`src/rtl/apb_uart_v2_pkg.sv`:
```
// Shared types and constants for the APB UART control block.
// The register map, the RX FIFO entry layout and the interrupt bit positions live here.
package apb_uart_v2_pkg;

  localparam logic [31:0] REG_TXDATA = 32'h00;
  localparam logic [31:0] REG_RXDATA = 32'h04;
  localparam logic [31:0] REG_TXCTRL = 32'h08;
  localparam logic [31:0] REG_RXCTRL = 32'h0C;
  localparam logic [31:0] REG_IE     = 32'h10;
  localparam logic [31:0] REG_IP     = 32'h14;
  localparam logic [31:0] REG_DIV    = 32'h18;
  localparam logic [31:0] REG_FRAME  = 32'h1C;
  localparam logic [31:0] REG_STATUS = 32'h20;

  // Bit positions shared by IE and IP
  localparam int unsigned IRQ_TXWM  = 0;
  localparam int unsigned IRQ_RXWM  = 1;
  localparam int unsigned IRQ_RXERR = 2;
  localparam int unsigned IRQ_OVF   = 3;

  localparam int unsigned RX_ENTRY_W = 11;

  typedef enum logic [1:0] {
    ParNone = 2'd0,
    ParEven = 2'd1,
    ParOdd  = 2'd2
  } parity_e;

  typedef struct packed {
    logic       ferr;
    logic       perr;
    logic [8:0] data;
  } rx_entry_t;

  typedef struct packed {
    parity_e    parity;
    logic [3:0] dbits;
  } frame_t;

  // STATUS[3:0], bit 0 is rxovr
  typedef struct packed {
    logic ferr;
    logic perr;
    logic txovf;
    logic rxovr;
  } sticky_t;

endpackage

```
`src/rtl/apb_uart_fifo_v2.sv`:
```
// Synchronous FIFO with occupancy level; a push while full only lands when a pop
// happens in the same cycle.
module apb_uart_fifo_v2 #(
  parameter int unsigned WIDTH = 11,
  parameter int unsigned DEPTH = 8,
  localparam int unsigned LW = $clog2(DEPTH) + 1,
  localparam int unsigned AW = $clog2(DEPTH)
) (
  input  logic             clk,
  input  logic             rst,
  input  logic             push,
  input  logic             pop,
  input  logic [WIDTH-1:0] din,
  output logic [WIDTH-1:0] dout,
  output logic             full,
  output logic             empty,
  output logic [LW-1:0]    level
);

  logic [WIDTH-1:0] mem [DEPTH];
  logic [AW-1:0]    wr_ptr_q, rd_ptr_q;
  logic [LW-1:0]    level_q, level_d;
  logic             do_push, do_pop;

  assign empty   = (level_q == '0);
  assign full    = (level_q == LW'(DEPTH));
  assign level   = level_q;
  assign dout    = mem[rd_ptr_q];
  assign do_pop  = pop & ~empty;
  assign do_push = push & (~full | do_pop);

  always_comb begin
    level_d = level_q;
    if (do_push && !do_pop) begin
      level_d = level_q + LW'(1);
    end else if (do_pop && !do_push) begin
      level_d = level_q - LW'(1);
    end
  end

  always_ff @(posedge clk) begin
    if (rst) begin
      wr_ptr_q <= '0;
      rd_ptr_q <= '0;
      level_q  <= '0;
    end else begin
      level_q <= level_d;
      if (do_push) wr_ptr_q <= wr_ptr_q + AW'(1);
      if (do_pop)  rd_ptr_q <= rd_ptr_q + AW'(1);
    end
  end

  // Storage is not reset; the level alone defines which entries are valid.
  always_ff @(posedge clk) begin
    if (do_push) mem[wr_ptr_q] <= din;
  end

endmodule

```
`src/rtl/apb_uart_ctrl_v2.sv`:
```
// APB register/control block for the UART: TX/RX FIFOs, frame config, sticky
// error status and a single maskable registered interrupt.
module apb_uart_ctrl_v2
  import apb_uart_v2_pkg::*;
#(
  parameter int unsigned FIFO_DEPTH = 8,
  parameter int unsigned APB_AW = 6,
  localparam int unsigned LW = $clog2(FIFO_DEPTH) + 1
) (
  input  logic              clk,
  input  logic              rst,
  input  logic              apb_psel,
  input  logic              apb_penable,
  input  logic              apb_pwrite,
  input  logic [APB_AW-1:0] apb_paddr,
  input  logic [31:0]       apb_pwdata,
  output logic [31:0]       apb_prdata,
  output logic              apb_pready,
  output logic              apb_pslverr,
  output logic              tx_valid,
  output logic [8:0]        tx_data,
  input  logic              tx_ready,
  input  logic              rx_valid,
  input  logic [8:0]        rx_data,
  input  logic              rx_perr,
  input  logic              rx_ferr,
  output logic [15:0]       cfg_div,
  output logic              cfg_txen,
  output logic              cfg_rxen,
  output logic              cfg_nstop,
  output logic [3:0]        cfg_dbits,
  output logic [1:0]        cfg_parity,
  output logic              irq
);

  logic          acc, wr, rd, mapped;
  logic [31:0]   addr_b, rdata;
  logic          txen_q, txen_d, nstop_q, nstop_d, rxen_q, rxen_d, irq_q, irq_d;
  logic [LW-1:0] txcnt_q, txcnt_d, rxcnt_q, rxcnt_d;
  logic [3:0]    ie_q, ie_d, ip;
  logic [15:0]   div_q, div_d;
  frame_t        frame_q, frame_d;
  sticky_t       sticky_q, sticky_d, sticky_set, sticky_clr;

  logic          tx_push, tx_pop, tx_full, tx_empty;
  logic [LW-1:0] tx_lvl, rx_lvl;
  logic [8:0]    tx_head, rx_lvl9;
  logic          rx_in, rx_pop, rx_full, rx_empty;
  rx_entry_t     rx_din, rx_head;
  logic          unused_bits;

  assign acc    = apb_psel & apb_penable;
  assign wr     = acc & apb_pwrite;
  assign rd     = acc & ~apb_pwrite;
  assign addr_b = 32'(apb_paddr) & 32'hFFFF_FFFC;

  assign tx_push = wr & (addr_b == REG_TXDATA) & ~tx_full;
  assign tx_pop  = tx_valid & tx_ready;
  assign rx_in   = rx_valid & rxen_q;
  assign rx_pop  = rd & (addr_b == REG_RXDATA) & ~rx_empty;
  assign rx_din  = '{ferr: rx_ferr, perr: rx_perr, data: rx_data};

  apb_uart_fifo_v2 #(
    .WIDTH (9),
    .DEPTH (FIFO_DEPTH)
  ) u_tx_fifo (
    .clk   (clk),
    .rst   (rst),
    .push  (tx_push),
    .pop   (tx_pop),
    .din   (apb_pwdata[8:0]),
    .dout  (tx_head),
    .full  (tx_full),
    .empty (tx_empty),
    .level (tx_lvl)
  );

  apb_uart_fifo_v2 #(
    .WIDTH (RX_ENTRY_W),
    .DEPTH (FIFO_DEPTH)
  ) u_rx_fifo (
    .clk   (clk),
    .rst   (rst),
    .push  (rx_in),
    .pop   (rx_pop),
    .din   (rx_din),
    .dout  (rx_head),
    .full  (rx_full),
    .empty (rx_empty),
    .level (rx_lvl)
  );

  always_comb begin
    sticky_set       = '0;
    sticky_set.rxovr = rx_in & rx_full & ~rx_pop;
    sticky_set.txovf = wr & (addr_b == REG_TXDATA) & tx_full;
    sticky_set.perr  = rx_in & rx_perr;
    sticky_set.ferr  = rx_in & rx_ferr;
    sticky_clr       = (wr && addr_b == REG_STATUS) ? sticky_t'(apb_pwdata[3:0]) : '0;
  end

  always_comb begin
    ip            = '0;
    ip[IRQ_TXWM]  = tx_lvl < txcnt_q;
    ip[IRQ_RXWM]  = rx_lvl > rxcnt_q;
    ip[IRQ_RXERR] = sticky_q.perr | sticky_q.ferr;
    ip[IRQ_OVF]   = sticky_q.rxovr | sticky_q.txovf;
    irq_d         = |(ip & ie_q);
  end

  always_comb begin
    txen_d   = txen_q;
    nstop_d  = nstop_q;
    txcnt_d  = txcnt_q;
    rxen_d   = rxen_q;
    rxcnt_d  = rxcnt_q;
    ie_d     = ie_q;
    div_d    = div_q;
    frame_d  = frame_q;
    // Set wins over a same-cycle write-1-to-clear
    sticky_d = sticky_t'((sticky_q & ~sticky_clr) | sticky_set);
    if (wr) begin
      case (addr_b)
        REG_TXCTRL: begin
          txen_d  = apb_pwdata[0];
          nstop_d = apb_pwdata[1];
          txcnt_d = apb_pwdata[16 +: LW];
        end
        REG_RXCTRL: begin
          rxen_d  = apb_pwdata[0];
          rxcnt_d = apb_pwdata[16 +: LW];
        end
        REG_IE:  ie_d  = apb_pwdata[3:0];
        REG_DIV: div_d = apb_pwdata[15:0];
        REG_FRAME: begin
          if (apb_pwdata[3:0] >= 4'd5 && apb_pwdata[3:0] <= 4'd9) begin
            frame_d.dbits = apb_pwdata[3:0];
          end
          frame_d.parity = (apb_pwdata[5:4] == 2'd3) ? ParNone : parity_e'(apb_pwdata[5:4]);
        end
        default: ;
      endcase
    end
  end

  always_ff @(posedge clk) begin
    if (rst) begin
      txen_q   <= 1'b0;
      nstop_q  <= 1'b0;
      txcnt_q  <= '0;
      rxen_q   <= 1'b0;
      rxcnt_q  <= '0;
      ie_q     <= '0;
      div_q    <= '0;
      frame_q  <= '{parity: ParNone, dbits: 4'd8};
      sticky_q <= '0;
      irq_q    <= 1'b0;
    end else begin
      txen_q   <= txen_d;
      nstop_q  <= nstop_d;
      txcnt_q  <= txcnt_d;
      rxen_q   <= rxen_d;
      rxcnt_q  <= rxcnt_d;
      ie_q     <= ie_d;
      div_q    <= div_d;
      frame_q  <= frame_d;
      sticky_q <= sticky_d;
      irq_q    <= irq_d;
    end
  end

  assign rx_lvl9 = 9'(rx_lvl);

  always_comb begin
    rdata  = '0;
    mapped = 1'b1;
    case (addr_b)
      REG_TXDATA: rdata[31] = tx_full;
      REG_RXDATA: begin
        if (rx_empty) begin
          rdata[31] = 1'b1;
        end else begin
          rdata[30]  = rx_head.perr;
          rdata[29]  = rx_head.ferr;
          rdata[8:0] = rx_head.data;
        end
      end
      REG_TXCTRL: begin
        rdata[0]        = txen_q;
        rdata[1]        = nstop_q;
        rdata[16 +: LW] = txcnt_q;
      end
      REG_RXCTRL: begin
        rdata[0]        = rxen_q;
        rdata[16 +: LW] = rxcnt_q;
      end
      REG_IE:    rdata[3:0]  = ie_q;
      REG_IP:    rdata[3:0]  = ip;
      REG_DIV:   rdata[15:0] = div_q;
      REG_FRAME: rdata[5:0]  = frame_q;
      REG_STATUS: begin
        rdata[3:0]      = sticky_q;
        rdata[16 +: LW] = tx_lvl;
        rdata[31:24]    = rx_lvl9[7:0];
      end
      default: mapped = 1'b0;
    endcase
  end

  assign apb_prdata  = acc ? rdata : '0;
  assign apb_pready  = 1'b1;
  assign apb_pslverr = acc & ~mapped;

  assign tx_valid   = ~tx_empty & txen_q;
  assign tx_data    = tx_head;
  assign cfg_div    = div_q;
  assign cfg_txen   = txen_q;
  assign cfg_rxen   = rxen_q;
  assign cfg_nstop  = nstop_q;
  assign cfg_dbits  = frame_q.dbits;
  assign cfg_parity = frame_q.parity;
  assign irq        = irq_q;

  assign unused_bits = ^{apb_paddr[1:0], apb_pwdata, rx_lvl9[8]};

endmodule

```
`config.mk`:
```
export PLATFORM = sky130hd
export DESIGN_NAME = apb_uart_ctrl_v2
export DESIGN_NICKNAME = d
export VERILOG_FILES = /design/src/rtl/apb_uart_v2_pkg.sv /design/src/rtl/apb_uart_fifo_v2.sv /design/src/rtl/apb_uart_ctrl_v2.sv
export SDC_FILE = /design/constraint.sdc
export NUM_CORES = 1
export LEC_CHECK = 0
export CELL_PAD_IN_SITES_DETAIL_PLACEMENT = 0
export CELL_PAD_IN_SITES_GLOBAL_PLACEMENT = 2
export CORE_ASPECT_RATIO = 1.75
export CORE_MARGIN = 5
export CORE_UTILIZATION = 42
export CTS_BUF_LIST = sky130_fd_sc_hd__clkbuf_16
export DETAILED_ROUTE_END_ITERATION = 10
export HOLD_SLACK_MARGIN = 0.02
export PLACE_DENSITY = 0.94
export REMOVE_ABC_BUFFERS = 1
export SYNTH_ARGS = -nofsm -noshare
export SYNTH_HDL_FRONTEND = slang
export SYNTH_SLANG_ARGS = --single-unit
```
`constraint.sdc`:
```
create_clock -name clk -period 5.25 [get_ports clk]
set_clock_uncertainty 0.15 [all_clocks]
set_input_delay 0.7875 -clock clk [delete_from_list [all_inputs] [get_ports clk]]
set_output_delay 0.7875 -clock clk [all_outputs]
set_load 0.05 [all_outputs]
```
---- Word level (Yosys, flattened, before mapping) ----
Memory sizes are Yosys's and may differ from the RTL's. A register that Yosys moved wholly into a read port is not among the register bits.
Cells that the tools add are included.
W data, S select, Z words.
storage, ports and cells
  output and inout port bits .............. 70
  input bits .............................. 56
  bits in latches ......................... 0
  register bits ........................... 62
  bits in read-only memories .............. 0
  memory bits (writable) .................. 160
  memories ................................ 2
cells by class
  multiply operators ...................... 0
  reductions and logical operators ........ 23
  magnitude comparators ................... 4
  shift-type cells ........................ 0
  bitwise logic cells ..................... 35
  muxes and demuxes ....................... 29
  divide/modulo/power cells ............... 0
  add/sub/neg operators ................... 8
  equality and inequality tests ........... 11
memories
  memory         depth  bits a word  read ports  clocked after Yosys merged registers in  write ports  RTL line                source
  u_rx_fifo.mem  8      11           1           1                                        1            apb_uart_fifo_v2.sv:20  logic [WIDTH-1:0] mem [DEPTH];
  u_tx_fifo.mem  8      9            1           1                                        1            apb_uart_fifo_v2.sv:20
operator list
  cell                   count
  $logic_not A32 Y1      1
  $mux W32               1
  $mux W4                6
  $and A1 B1 Y1          20
  $eq A4 B3 Y1 const B   4
  $add A3 B1 Y3 const B  4
  $eq A4 B4 Y1 const B   3
  $mux W3                4
  $pmux W2 S6            1
  $pmux W4 S3            1
  $reduce_and A2 Y1      5
  $mux W9                1
  $reduce_or A9 Y1       1
  $add A4 B1 Y4 const B  2
  $and A4 B4 Y4          2
  $eq A4 B2 Y1 const B   2
  $logic_not A4 Y1       2
  $pmux W1 S8            1
  $sub A4 B1 Y4 const B  2
  $mux W7                1
  $not A1 Y1             7
  $pmux W1 S7            1
  $logic_and A1 B1 Y1    6
  $mux W1                6
  other kinds (17)       26

---- Longest topological paths before layout ----
  word-level depth ........................ 11
  mapped depth ............................ 12
  mapped depth without buffers ............ 10

---- By module ----
Synthesis repeated with hierarchy kept, for this count alone.
unflattened totals
  cell total of the unflattened synthesis .. 711
  area, all modules ....................... 9917.0 µm²
modules (own cells, without submodules)
  module                         cells an instance  area an instance (µm²)  instances  sequential area each (µm²)
  apb_uart_fifo_v2 at u_rx_fifo  199                3946.3                  1          2902.8
  apb_uart_fifo_v2 at u_tx_fifo  177                3363.2                  1          2422.3
  apb_uart_ctrl_v2               335                2607.5                  1          840.8

---- Worst setup path after synthesis ----
No wires, ideal clock.
  kind .................................... input -> output
  start point ............................. in apb_paddr[5]
  end point ............................... out apb_prdata[6]
  setup slack ............................. 1.158 ns
  stages .................................. 6
  arrival time ............................ 3.154 ns
  data required time ...................... 4.313 ns
  cells stage by stage .................... buf_6 > or4b_4 > buf_6 > or3_1 > clkbuf_1 > o21ai_0
on the way
  longest elaborated chain between the ends .. 3
RTL lines
  element                                              RTL line                 source
  from (decl)                                          apb_uart_ctrl_v2.sv:15   input logic [APB_AW-1:0] apb_paddr,
  $eq A4 B3 Y1 / $eq A4 B1 Y1 (equally long branches)  apb_uart_ctrl_v2.sv:177  case (addr_b)
  $pmux W3 S2 (*)                                      apb_uart_ctrl_v2.sv:177
  $mux W32 (*)                                         apb_uart_ctrl_v2.sv:210  assign apb_prdata = acc ? rdata : '0;
  to (decl)                                            apb_uart_ctrl_v2.sv:17   output logic [31:0] apb_prdata,
Mark *: on every way between the ends. The rest lies on a longest branch, timed or not.

---- Worst setup path in the final report ----
  start point ............................. in apb_paddr[5]
  end point ............................... out apb_prdata[17]
on the way
  longest elaborated chain between the ends .. 3
RTL lines
  element                                              RTL line
  $eq A4 B4 Y1 / $eq A4 B2 Y1 (equally long branches)  apb_uart_ctrl_v2.sv:177
  $pmux W4 S3 (*)                                      apb_uart_ctrl_v2.sv:177
  $mux W32 (*)                                         apb_uart_ctrl_v2.sv:210
Marks and branches as above.

==> impl_metrics.yaml <==
clocking:
  cts_sinks: 228
  numCtsBuffers: 22
  clock_path_buffers: 3
  cts_resized: 0
  cts_setup_buffers: 0
  clk_pin_slew_ps: 60
  cts-htree-levels: 1
  insertion_delay_ps: 510
  cts_hold_buf: 0
  root_buffer: "clkbuf_16"
  cts_tree: "yes"
global_routing:
  use_met1_pct: 18.6
  met3_usage_pct: 2.65
  grt_pass1_wl_um: 34900
  antenna_found_initial: 0
  grt_pass1_vias: 6197
  track_usage_pct: 16.7
  top_usage_layer: "met2"
  grt_use_met2_pct: 32.4
  grt_overflow: 0
  grt_max_degree: 35
yosys:
  yosysSeqAreaShare_pct: 63.2
  synth_area_leaders: "edfxtp_1 49%, dfxtp_1 14%, mux4_2 9.9%, mux2i_1 2.8%, a21oi_1 2.4%"
  yosys_warnings: 0
  synth.largest_area_cell: "edfxtp_1"
  synth_top_area_share_pct: 49.2
  synth-async-reset-ratio_pct: 0
  syn_avg_cell_area_sq_um: 13.9
  netlist-cell-type-count: 55
  netlist_instances: 704
  synth_seq_cells: 228
  synth_edf_count: 160
  ys.flop_type: "edfxtp_1"
  synth_area_sq_um: 9760
sta:
  fmax_ghz: 0.222
  finalSetupTns_ps: 0
  setup_viol: 0
  rsz0062_at_grt: "no"
  slew_headroom_pct: 24.4
  fin_crit_ps: 4510
  slew_viol_final: 0
  finalCritPeriodShare_pct: 85.9
  tightestPinTransition_ps: 1130
  holdWs_ps: 319
  finalHoldViolations: 0
critical_path:
  crit_required_ps: 4310
  critical_path.endpoint_type: "output pin"
  arrival_ps: 3570
  startpoint_type: "primary input"
  path_max_fanout: 18
  critPathKind: "primary input to output pin"
  setup.worst_path.start: "apb_paddr[5]"
  reg2reg_from: "u_tx_fifo.level[0]"
drt:
  routedWlPerCell_um: 19.7
  initialDrtViolationCount: 317
  viasPerCell: 5.27
  first_pass_iters: 4
  ant_nets: 0
  drc: 0
  via_count: 5997
  routed_wl_um: 22400
floorplanning:
  start_util_pct: 42.8
  core-area_sq_um: 22800
  ioPinCount: 126
  die_w_um: 125
  die-area_sq_um: 26500
  rows: 73
  fp.dieH_um: 212
min_path:
  worstHoldStart: "cfg_div[11]"
  hold_path.class: "register to register"
placed_design:
  hpwl_um: 16300
  dp.cells: 1097
  port_buffers: 105
  gp_congestion: 0.826
job:
  cap_violations: 0
layout:
  fin_nets: 896
  syn_to_final_growth_pct: 22.0
  diodes: 0
  fin_util_pct: 52.2
  drive_above_1_share_pct: 15.7
  stdcell_count: 1137
pwr:
  p_per_area_nw_per_um2: 305
  peakVddDrop_mv: 0.271
  power_mw: 3.63
  p_leak_nw: 3.96
outcome:
  run_status: "completed"
## per-layer routing
layer,vias to the layer above,share of wire [%]
li1,2872,-
met1,2947,37
met2,141,56
met3,37,4.7
met4,0,2.5
met5,-,0
## logic make-up (layout without fill, tap and decap cells)
| family | count (synthesis) | after routing | synth area share (%) |
|---|---|---|---|
| fa+ha+maj | 19 | 19 | 2.59 |
| xor+xnor | 10 | 10 | 0.897 |
| flops | 228 | 228 | 63.2 |
| compound gates | 104 | 104 | 6.51 |
| other cells | 2 | 6 | 0.0769 |
| buf+inv | 59 | 188 | 2.72 |
| mux | 81 | 81 | 14.0 |
| simple gates | 201 | 201 | 10.1 |
## cells in the mapped netlist (3+ instances only)
library cell,count
mux2i_1,27
nor3_1,12
o21ai_0,23
mux2_2,11
nor2b_1,5
nor4_1,3
ha_1,17
nor3b_1,3
or3_1,7
a22o_1,6
a21o_1,4
xnor2_1,5
edfxtp_1,160
nand2b_1,11
a21oi_1,46
xor2_1,5
nand4_1,5
buf_4,7
mux4_2,43
buf_1,5
a22oi_1,9
and2_1,14
clkbuf_1,24
dfxtp_1,68
nand3_1,12
o22ai_1,3
nand2_1,57
nor2_1,57
inv_1,19
## state kept, by name, indices dropped and copies added, names as in the netlist, named ones only
name                cells
rxcnt_q                 4
u_rx_fifo.mem          88
u_tx_fifo.rd_ptr_q      3
cfg_txen                1
irq                     1
u_tx_fifo.mem          72
sticky_q                4
ie_q                    4
u_rx_fifo.wr_ptr_q      3
u_rx_fifo.level         4
u_rx_fifo.rd_ptr_q      3
cfg_nstop               1
cfg_div                16
u_tx_fifo.wr_ptr_q      3
u_tx_fifo.level         4
cfg_dbits               4
txcnt_q                 4
cfg_parity              2
cfg_rxen                1
## metrics by stage
| step | worst slack, ps | instance area, sq um |
|---|---|---|
| floorplan | 1360 | 9580 |
| global placement | 800 | 11200 |
| detailed placement | 745 | 11200 |
| CTS | 769 | 11900 |
| global route | 625 | 11900 |
| finish | 738 | 11900 |
## cell usage in the layout, fill, tap and decap left out, types with 3 or more instances in the layout
cell type and n:
clkbuf_16 22, xor2_1 5, nor3_1 11, a21o_1 4, a22o_1 6, clkinv_1 3
a21oi_1 46, edfxtp_1 160, xnor2_1 5, o22ai_1 3, inv_1 22, bufinv_16 3
nor3b_1 3, mux4_2 43, o21ai_0 23, nor2b_1 5, dfxtp_1 68, and2_1 14
conb_1 6, nand2b_1 11, nor2_1 57, ha_1 17, mux2i_1 27, nand2_1 57
a22oi_1 9, mux2_2 11, nand3_1 12, nand4_1 5, buf_4 31, or3_1 7
clkinv_2 3, clkdlybuf4s50_1 97
## power breakdown
group / internal (mW) / switching, mW
logic: 0.0447 / 0.0776
registers: 1.92 / 0.00183
clock network: 0.922 / 0.664
## path summary, 6_finish.rpt
kind                         to  slack (ps)  cells past startpoint
max              apb_prdata[17]         740                      6
min                 cfg_div[11]         320                      2
max reg2reg  u_tx_fifo.level[3]        1890                     10
min reg2reg         cfg_div[11]         320                      2
## worst max-delay path: stages
cell and delay [ps]:
clkdlybuf4s50_1 570, buf_4 260, nor3b_1 600, o211ai_1 350
nor2_1 180, clkdlybuf4s50_1 810
## layout make-up
type	instances	area (sq um)
clock inverters	18	185
inverters	19	71.3
multi-input cells	421	3360
clock buffers	22	551
flip-flops and latches	228	6170
repair buffers	129	1210
fillers	1930	10900
well taps	300	375
(Power assumes the default switching activity.)
